$ cat src/rtl/lms_train_ctrl.sv
// lms_train_ctrl: sequencing controller for the LMS adaptive filter.
// Moves (x, d) pairs into the filter one at a time, runs a flush and a bounded
// training phase, freezes the weights on convergence or timeout, and returns
// each y/err result on a valid/ready stream.
//
// Ports:
//   clk, reset (async, active-low)  start, abort  control
//   s_valid/s_ready/s_x/s_d         sample input stream
//   f_rst_n/f_ce/f_adapt/f_x/f_d    filter control and sample
//   f_y/f_err                       filter output and error
//   m_valid/m_ready/m_y/m_err       result output stream
//   state, converged, train_cnt     status
module lms_train_ctrl #(
    parameter int DATA_WIDTH   = 12,
    parameter int FILTER_ORDER = 5,
    parameter int CNT_WIDTH    = 16,
    parameter int TRAIN_LEN    = 1024,
    parameter int CONV_THRESH  = 8,
    parameter int CONV_RUN     = 32
) (
    input  logic                  clk,
    input  logic                  reset,
    input  logic                  start,
    input  logic                  abort,
    input  logic                  s_valid,
    output logic                  s_ready,
    input  logic [DATA_WIDTH-1:0] s_x,
    input  logic [DATA_WIDTH-1:0] s_d,
    output logic                  f_rst_n,
    output logic                  f_ce,
    output logic                  f_adapt,
    output logic [DATA_WIDTH-1:0] f_x,
    output logic [DATA_WIDTH-1:0] f_d,
    input  logic [DATA_WIDTH-1:0] f_y,
    input  logic [DATA_WIDTH-1:0] f_err,
    output logic                  m_valid,
    input  logic                  m_ready,
    output logic [DATA_WIDTH-1:0] m_y,
    output logic [DATA_WIDTH-1:0] m_err,
    output logic [1:0]            state,
    output logic                  converged,
    output logic [CNT_WIDTH-1:0]  train_cnt
);

    typedef enum logic [1:0] {
        IDLE  = 2'd0,
        FLUSH = 2'd1,
        TRAIN = 2'd2,
        RUN   = 2'd3
    } state_t;

    localparam int FW = $clog2(FILTER_ORDER + 1);
    localparam int RW = $clog2(CONV_RUN + 1);

    localparam logic [FW-1:0]         FLUSH_LAST = FW'(FILTER_ORDER - 1);
    localparam logic [RW-1:0]         RUN_MAX    = RW'(CONV_RUN);
    localparam logic [CNT_WIDTH-1:0]  TLEN       = CNT_WIDTH'(TRAIN_LEN);
    localparam logic [DATA_WIDTH:0]   THRESH     = (DATA_WIDTH + 1)'(CONV_THRESH);

    state_t st_q, st_d;

    logic [FW-1:0]       flush_cnt;
    logic [RW-1:0]       run_q;
    logic [RW-1:0]       run_nxt;
    logic                cap_q;
    logic                accept;
    logic                drop;
    logic                enter_flush;
    logic                train_cap;
    logic                hit_conv;
    logic                hit_len;
    logic [DATA_WIDTH:0] err_ext;
    logic [DATA_WIDTH:0] err_abs;

    // One extra bit so the most negative error has a representable magnitude.
    assign err_ext = {f_err[DATA_WIDTH-1], f_err};
    assign err_abs = err_ext[DATA_WIDTH] ? -err_ext : err_ext;

    assign run_nxt  = (err_abs <= THRESH) ? run_q + 1'b1 : '0;
    assign hit_conv = (run_nxt == RUN_MAX);
    assign hit_len  = (train_cnt == TLEN);

    // Abort, or a retrain request from RUN, discards whatever is in flight.
    assign drop      = abort || (st_q == RUN && start);
    assign train_cap = cap_q && (st_q == TRAIN);

    assign accept      = s_valid && s_ready;
    assign enter_flush = (st_d == FLUSH) && (st_q != FLUSH);

    always_comb begin
        st_d = st_q;
        if (abort) begin
            st_d = IDLE;
        end else begin
            unique case (st_q)
                IDLE:  if (start) st_d = FLUSH;
                FLUSH: if (flush_cnt == FLUSH_LAST) st_d = TRAIN;
                TRAIN: if (train_cap && (hit_conv || hit_len)) st_d = RUN;
                RUN:   if (start) st_d = FLUSH;
            endcase
        end
    end

    always_comb begin
        f_rst_n = 1'b0;
        f_adapt = 1'b0;
        s_ready = 1'b0;
        if (st_q == TRAIN || st_q == RUN) begin
            f_rst_n = 1'b1;
            s_ready = !f_ce && !cap_q && !m_valid && !drop;
        end
        if (st_q == TRAIN) begin
            f_adapt = 1'b1;
        end
    end

    assign state = st_q;

    always_ff @(posedge clk or negedge reset) begin
        if (!reset) begin
            st_q      <= IDLE;
            flush_cnt <= '0;
            run_q     <= '0;
            cap_q     <= 1'b0;
            f_ce      <= 1'b0;
            f_x       <= '0;
            f_d       <= '0;
            m_valid   <= 1'b0;
            m_y       <= '0;
            m_err     <= '0;
            converged <= 1'b0;
            train_cnt <= '0;
        end else begin
            st_q <= st_d;

            if (st_q == FLUSH) begin
                flush_cnt <= flush_cnt + 1'b1;
            end else begin
                flush_cnt <= '0;
            end

            if (accept) begin
                f_x <= s_x;
                f_d <= s_d;
            end
            f_ce  <= accept;
            cap_q <= f_ce && !drop;

            if (drop) begin
                m_valid <= 1'b0;
            end else if (cap_q) begin
                m_valid <= 1'b1;
                m_y     <= f_y;
                m_err   <= f_err;
            end else if (m_valid && m_ready) begin
                m_valid <= 1'b0;
            end

            if (enter_flush) begin
                train_cnt <= '0;
            end else if (accept && st_q == TRAIN && train_cnt != '1) begin
                train_cnt <= train_cnt + 1'b1;
            end

            if (enter_flush) begin
                run_q <= '0;
            end else if (train_cap && !abort) begin
                run_q <= run_nxt;
            end

            if (abort || enter_flush) begin
                converged <= 1'b0;
            end else if (train_cap && hit_conv) begin
                converged <= 1'b1;
            end
        end
    end

endmodule
$ cat config.mk
export PLATFORM = sky130hd
export DESIGN_NAME = lms_train_ctrl
export DESIGN_NICKNAME = d
export VERILOG_FILES = /design/src/rtl/lms_train_ctrl.sv
export SDC_FILE = /design/constraint.sdc
export NUM_CORES = 1
export LEC_CHECK = 0
export CAP_MARGIN = 20
export CORE_ASPECT_RATIO = 0.9
export CORE_MARGIN = 4
export CORE_UTILIZATION = 46
export DETAILED_ROUTE_END_ITERATION = 16
export GPL_TIMING_DRIVEN = 0
export PLACE_DENSITY = 0.91
export SLEW_MARGIN = 40
export SYNTH_ARGS = -nofsm -noshare
export SYNTH_HDL_FRONTEND = slang
export SYNTH_SLANG_ARGS = --single-unit
$ cat constraint.sdc
create_clock -name clk -period 2.8 [get_ports clk]
set_clock_uncertainty 0.1 [all_clocks]
set_input_delay 0.42 -clock clk [delete_from_list [all_inputs] [get_ports clk]]
set_output_delay 0.42 -clock clk [all_outputs]
set_load 0.03 [all_outputs]
==> results of run 1 <==
[critical path, stage by stage, from the launching register on]
cell,delay [ps]
dfrtp_1,520
inv_1,80
ha_1,270
or2_2,320
clkdlybuf4s50_1,610
[worst max-delay path by stage]
stage / start / depth (start not counted) / end
2_1_floorplan: state[0] / 7 / train_cnt[9]
3_3_place_gp: reset / 1 / m_y[9]
4_1_cts: f_err[0] / 9 / state[0]
5_1_grt: state[0] / 4 / s_ready
6_report: state[0] / 4 / f_rst_n
3_5_place_dp: f_err[0] / 9 / state[0]
[cell families (layout without fill, tap and decap cells)]
family | after synthesis | after routing | share of synthesized area [%]
adders and majority gates | 9 | 9 | 2.967
DFF | 79 | 79 | 52.09
and+or+nand+nor | 181 | 181 | 23.81
AOI/OAI and AO/OA | 42 | 42 | 8.408
muxes | 19 | 19 | 5.638
buffers and inverters | 26 | 173 | 2.704
xor gates and xnor gates | 19 | 19 | 4.385
[where the power goes]
group,total (mW),internal [mW],switching (mW)
clock,0.969,0.532,0.437
sequential,1.67,1.47,0.201
combinational,2.14,0.896,1.24
[what timing repair did]
item                                    in CTS  in global routing
endpoints found under the setup margin      10                 16
gates resized for setup                      4                 11
hold endpoints to repair                    20                  0
cloned                                       0                  0
pin swaps                                    2                  6
buffers inserted                             2                  3
hold buffers                                 1                  0
[per-stage QoR]
stage | hold WS (ps) | std cells | total power [mW] | utilization, % | instance area [um^2]
after CTS | 375.1 | 618 | 4.805 | 68.02 | 5461
after global routing | 374.0 | 621 | 5.038 | 68.90 | 5532
after detailed placement | 183.9 | 599 | 3.830 | 64.70 | 5195
after floorplan | 24.41 | 375 | 2.846 | - | 3795
after global placement | 345.0 | 598 | 3.757 | 64.27 | 5160
final | 373.2 | 621 | 4.775 | 68.90 | 5532
[registers in the layout (all words and copies together) (netlist names), 2 cells and up]
name       count
f_d           12
f_x           12
flush_cnt      3
m_err         12
m_y           12
run_q          6
state          2
train_cnt     16
[routing by layer]
metal	GRT usage, %	part of all wire, %
met1	24.51	41
met2	34.20	51
met3	6.048	7.2
met4	5.980	1.0
met5	0	0
[cells in the final DEF (no fill, tap or decap), drive strengths merged, types with 4 or more instances in the layout]
master	synthesis	routed
a211oi	4	4
a21oi	8	8
and2	7	7
and3	4	4
and4	4	4
buf	1	8
clkbuf	11	21
clkdlybuf4s50	0	120
dfrtp	79	79
ha	9	9
inv	14	15
mux2	19	19
nand2	89	89
nand3	18	18
nor2	26	26
nor3	4	4
nor4	7	7
o21ai	11	11
xnor2	4	4
xor2	15	15
[layout make-up]
cell class,instances,area share (%)
multi-input combinational,270,32.10
clock buffer,10,2.488
inverter,14,0.9500
sequential,79,35.74
buffer,12,0.9048
clock inverter,6,1.674
timing repair buffer,131,23.91
tap,99,2.239
==> flow_summary.yaml, run 1 <==
outcome:
  status: "finished clean"
sta:
  fin_tns_setup_ps: 0
  fin_crit_sh_pct: 94.81
  period_needed_ps: 2655
  slew_headroom_pct: 46.85
  finalSetupViolCount: 0
  rsz0062_at_grt: "false"
  maxSlewViolCount: 0
  hold_violations: 0
  worst_pin_slew_ps: 791.1
  max_freq_mhz: 376.7
  setup_slack_ps: 145.4
cells_and_area:
  area_growth_pct: 45.76
  nNetsFinal: 580
  multi_input_area_um2: 1775
  layout-drive-gt1-share_pct: 13.60
  nFillCells: 569
  regArea_um2: 1977
  insertedDiodeCount: 0
yosys:
  ys_ff_latch: 79
  synth_area_leader_cell: "dfrtp_1"
  yosys-top-cells-area: "dfrtp_1 52%, nand2_1 8.8%, mux2_2 5.6%"
  ys_dominant_reg_cell: "dfrtp_1"
  synthDistinctLibCells: 55
  yosysSeqAreaShare_pct: 52.09
  yosys_warnings: 0
  synth_edf_count: 0
  synthCells: 375
  synth_nets: 438
  synth_most_common_cell: "nand2_1"
  syn_area_um2: 3795
  synth_commonest_cells: "89 x nand2_1, 79 x dfrtp_1, 25 x nor2_1, 19 x mux2_2, 18 x nand3_1"
  synthArstFlopShare_pct: 100.0
  avgSynthCellArea_um2: 10.12
  yosys.area.top_type_share_pct: 52.09
worst_hold_path:
  min_to: "m_err[0]"
  hold_path_class: "in2reg"
  hold_depth: 3
  min_from: "f_err[0]"
routing:
  detail-route-antenna-nets: 0
  wl_per_cell_um: 15.80
  vias_per_cell: 5.267
  vias: 3271
  drc: 0
  first_iter_violations: 115
  dr.pass1.iters: 4
  routed_wl_mm: 9.811
global_route:
  antenna_found_initial: 0
  grt.overflow.total: 0
  grt_pass1_wl_mm: 15.87
  grt_max_degree: 60
  track_usage_pct: 19.95
  first_global_vias: 3279
cts:
  cts.htree.levels: 3
  cts_buffers: 9
  clockRootBuffer: "clkbuf_8"
  clock-sinks: 79
  clkSlewWorstSetupHoldPaths_ps: 90
  clock_latency_ps: 330
  clockBufferDepth: 2
  cts_tree: "done"
setup_path:
  critPathKind: "reg2out"
  cp.required_ps: 2280
  rr_startpoint: "state[0]"
  rr_worst_depth: 8
  endpoint_kind: "output port"
  cp.arrival_ps: 2130
  r2r-end: "train_cnt[15]"
  cp-start-kind: "flip-flop"
  reg2reg_slack_ps: 260
  path_max_fanout: 7
floorplanning:
  fp.coreArea_um2: 8029
  die-height_um: 94.17
  die_width_um: 103.7
  ioPinCount: 126
  rows: 31
  die_area_um2: 9769
  start_util_pct: 47.27
pwr:
  p_per_area_nw_per_um2: 863.2
  ir_drop_v: 0.0007697
  leakage_nw: 2.497
placed_design:
  post-place-ws_ps: -472.4
  port_buffers: 124
  dp_hpwl_mm: 7.269
  gp_congestion: 0.8734
run:
  drv_cap: 0
Power figures use the tool's default switching activity.
==> run 2, diff against run 1 <==
Clock period 2.8 ns to 2.5 ns, I/O delays scaled along.
==> run 2 against run 1 <==
Global-route usage increased by 1.1 points; count of clock-buffer cells in the layout fell by 1; largest cell class unchanged; worst hold slack worse by 120 ps; sequential power is 12% higher; clock power grew 11%; highest routed layer unchanged; sequential share of layout area decreased by 0.26 points.
==> flow_summary.yaml, run 2 (synthesized netlist as in run 1, its figures left out) <==
outcome:
  status: "finished clean"
floorplanning:
  ioPinCount: 126
  start_util_pct: 47.27
  die-height_um: 94.17
  die_area_um2: 9769
  rows: 31
  fp.coreArea_um2: 8029
  die_width_um: 103.7
routing:
  routed_wl_mm: 10.00
  dr.pass1.iters: 4
  drc: 0
  first_iter_violations: 96
  wl_per_cell_um: 16.01
  vias: 3320
  vias_per_cell: 5.312
  detail-route-antenna-nets: 0
setup_path:
  cp.arrival_ps: 2550
  critPathKind: "in2reg"
  endpoint_kind: "flip-flop"
  cp.required_ps: 2650
  rr_worst_depth: 9
  cp-start-kind: "input pin"
  path_max_fanout: 5
pwr:
  p_seq_share_pct: 34.9
  p_per_area_nw_per_um2: 963.6
  p_clk_share_pct: 20.1
  leakage_nw: 2.569
  ir_drop_v: 0.0007978
  switchingPower_mw: 2.138
  combinationalPowerShare_pct: 45.0
  swShare_pct: 39.79
  p_int_mw: 3.234
cts:
  clock-sinks: 79
  cts_tree: "done"
  clock_latency_ps: 340
  cts.htree.levels: 3
  clkSlewWorstSetupHoldPaths_ps: 90
  clockBufferDepth: 2
  clockRootBuffer: "clkbuf_8"
  cts_buffers: 9
cells_and_area:
  largest_register_ffs: 16
  final_common_cell: "clkdlybuf4s50_1"
  regMostFlops: "train_cnt"
  nNetsFinal: 584
  final_cell_mix: "111 x clkdlybuf4s50_1, 89 x nand2_1, 78 x dfrtp_1"
  area_growth_pct: 46.92
  layout-drive-gt1-share_pct: 15.97
  fin_cells: 625
  insertedDiodeCount: 0
worst_hold_path:
  hold_depth: 3
  hold_path_class: "in2reg"
sta:
  fin_crit_sh_pct: 96.08
  hold_violations: 0
  rsz0062_at_grt: "false"
  max_freq_mhz: 416.3
  period_needed_ps: 2402
  finalSetupViolCount: 0
  maxSlewViolCount: 0
  fin_tns_setup_ps: 0
  slew_headroom_pct: 60.12
  worst_pin_slew_ps: 598.2
global_route:
  antenna_found_initial: 0
  track_usage_pct: 21.02
  first_global_vias: 3453
  grt.overflow.total: 0
  grt_pass1_wl_mm: 16.51
  grt_max_degree: 44
placed_design:
  gp_congestion: 0.9117
  port_buffers: 124
  dp_cells: 599
  dp_hpwl_mm: 7.455
run:
  drv_cap: 0
==> run 2: changes by cell type in the layout (fill, tap and decap cells not counted), moves of 2 or more <==
cell,previous run,this run
inv_6,1,3
dlymetal6s2s_1,2,6
buf_4,6,11
clkbuf_2,1,3
dlygate4sd2_1,0,2
clkdlybuf4s50_1,120,111
==> run 2: cell type report <==
class / count / area (um^2)
tap: 99 / 123.9
fill: 571 / 2454
clock buffer: 9 / 123.9
clock inverter: 7 / 102.6
inverter: 14 / 52.55
sequential: 79 / 1978
multi-input combinational: 270 / 1802
buffer: 12 / 51.30
timing repair buffer: 135 / 1341
==> run 2: metrics by stage <==
stage | cell area (um^2) | utilization [%] | total power, mW | worst slack (ps) | hold WS [ps]
2_1_floorplan | 3805 | - | 3.193 | 55.20 | -20.59
3_3_place_gp | 5170 | 64.39 | 4.211 | -1740 | 342.9
3_5_place_dp | 5191 | 64.66 | 4.302 | -756.1 | 191.2
4_1_cts | 5497 | 68.46 | 5.399 | 32.95 | 323.1
5_1_grt | 5575 | 69.44 | 5.669 | 9.777 | 269.6
6_report | 5575 | 69.44 | 5.372 | 97.90 | 254.3
==> run 2: critical path, stage by stage <==
cell           delay (ps)
dlygate4sd2_1         310
or4_4                 540
and4bb_2              330
o32ai_2               100
nor4_4                290
nand4_1               270
a221oi_2              330
==> run 2: layer usage <==
layer | wire length [um] | track usage [%] | vias up
met5 | 0 | 0 | -
met4 | 119 | 8.970 | 0
met3 | 754 | 6.254 | 9
met2 | 5126 | 36.06 | 106
met1 | 4005 | 24.81 | 1615
li1 | - | - | 1590
==> run 2: timing repair <==
item / in CTS / in global routing
pin swaps: 6 / 7
setup endpoints to repair: 46 / 41
hold buffers: 1 / 0
endpoints found under the hold margin: 36 / 0
gates resized for setup: 20 / 24
setup buffers: 5 / 5
==> run 2: power groups by stage <==
stage                     clock (mW)  sequential (mW)  combinational (mW)
after global placement             0             1.87                2.34
final                           1.08             1.87                2.42
after CTS                       1.11             1.88                2.41
after detailed placement           0             1.90                2.40
after floorplan                    0             2.59               0.607
after global routing            1.17             1.92                2.57
==> run 2: path summary, 6_finish.rpt <==
check                      slack [ps]             to    startpoint
setup / recovery                  100       state[0]      f_err[3]
hold / removal                    250       m_err[0]      f_err[0]
setup reg to reg                  180  train_cnt[15]      state[0]
hold reg to reg                   370   flush_cnt[0]  flush_cnt[0]
max in group asynchronous        1370       state[0]         reset
min in group asynchronous         380       m_err[1]         reset
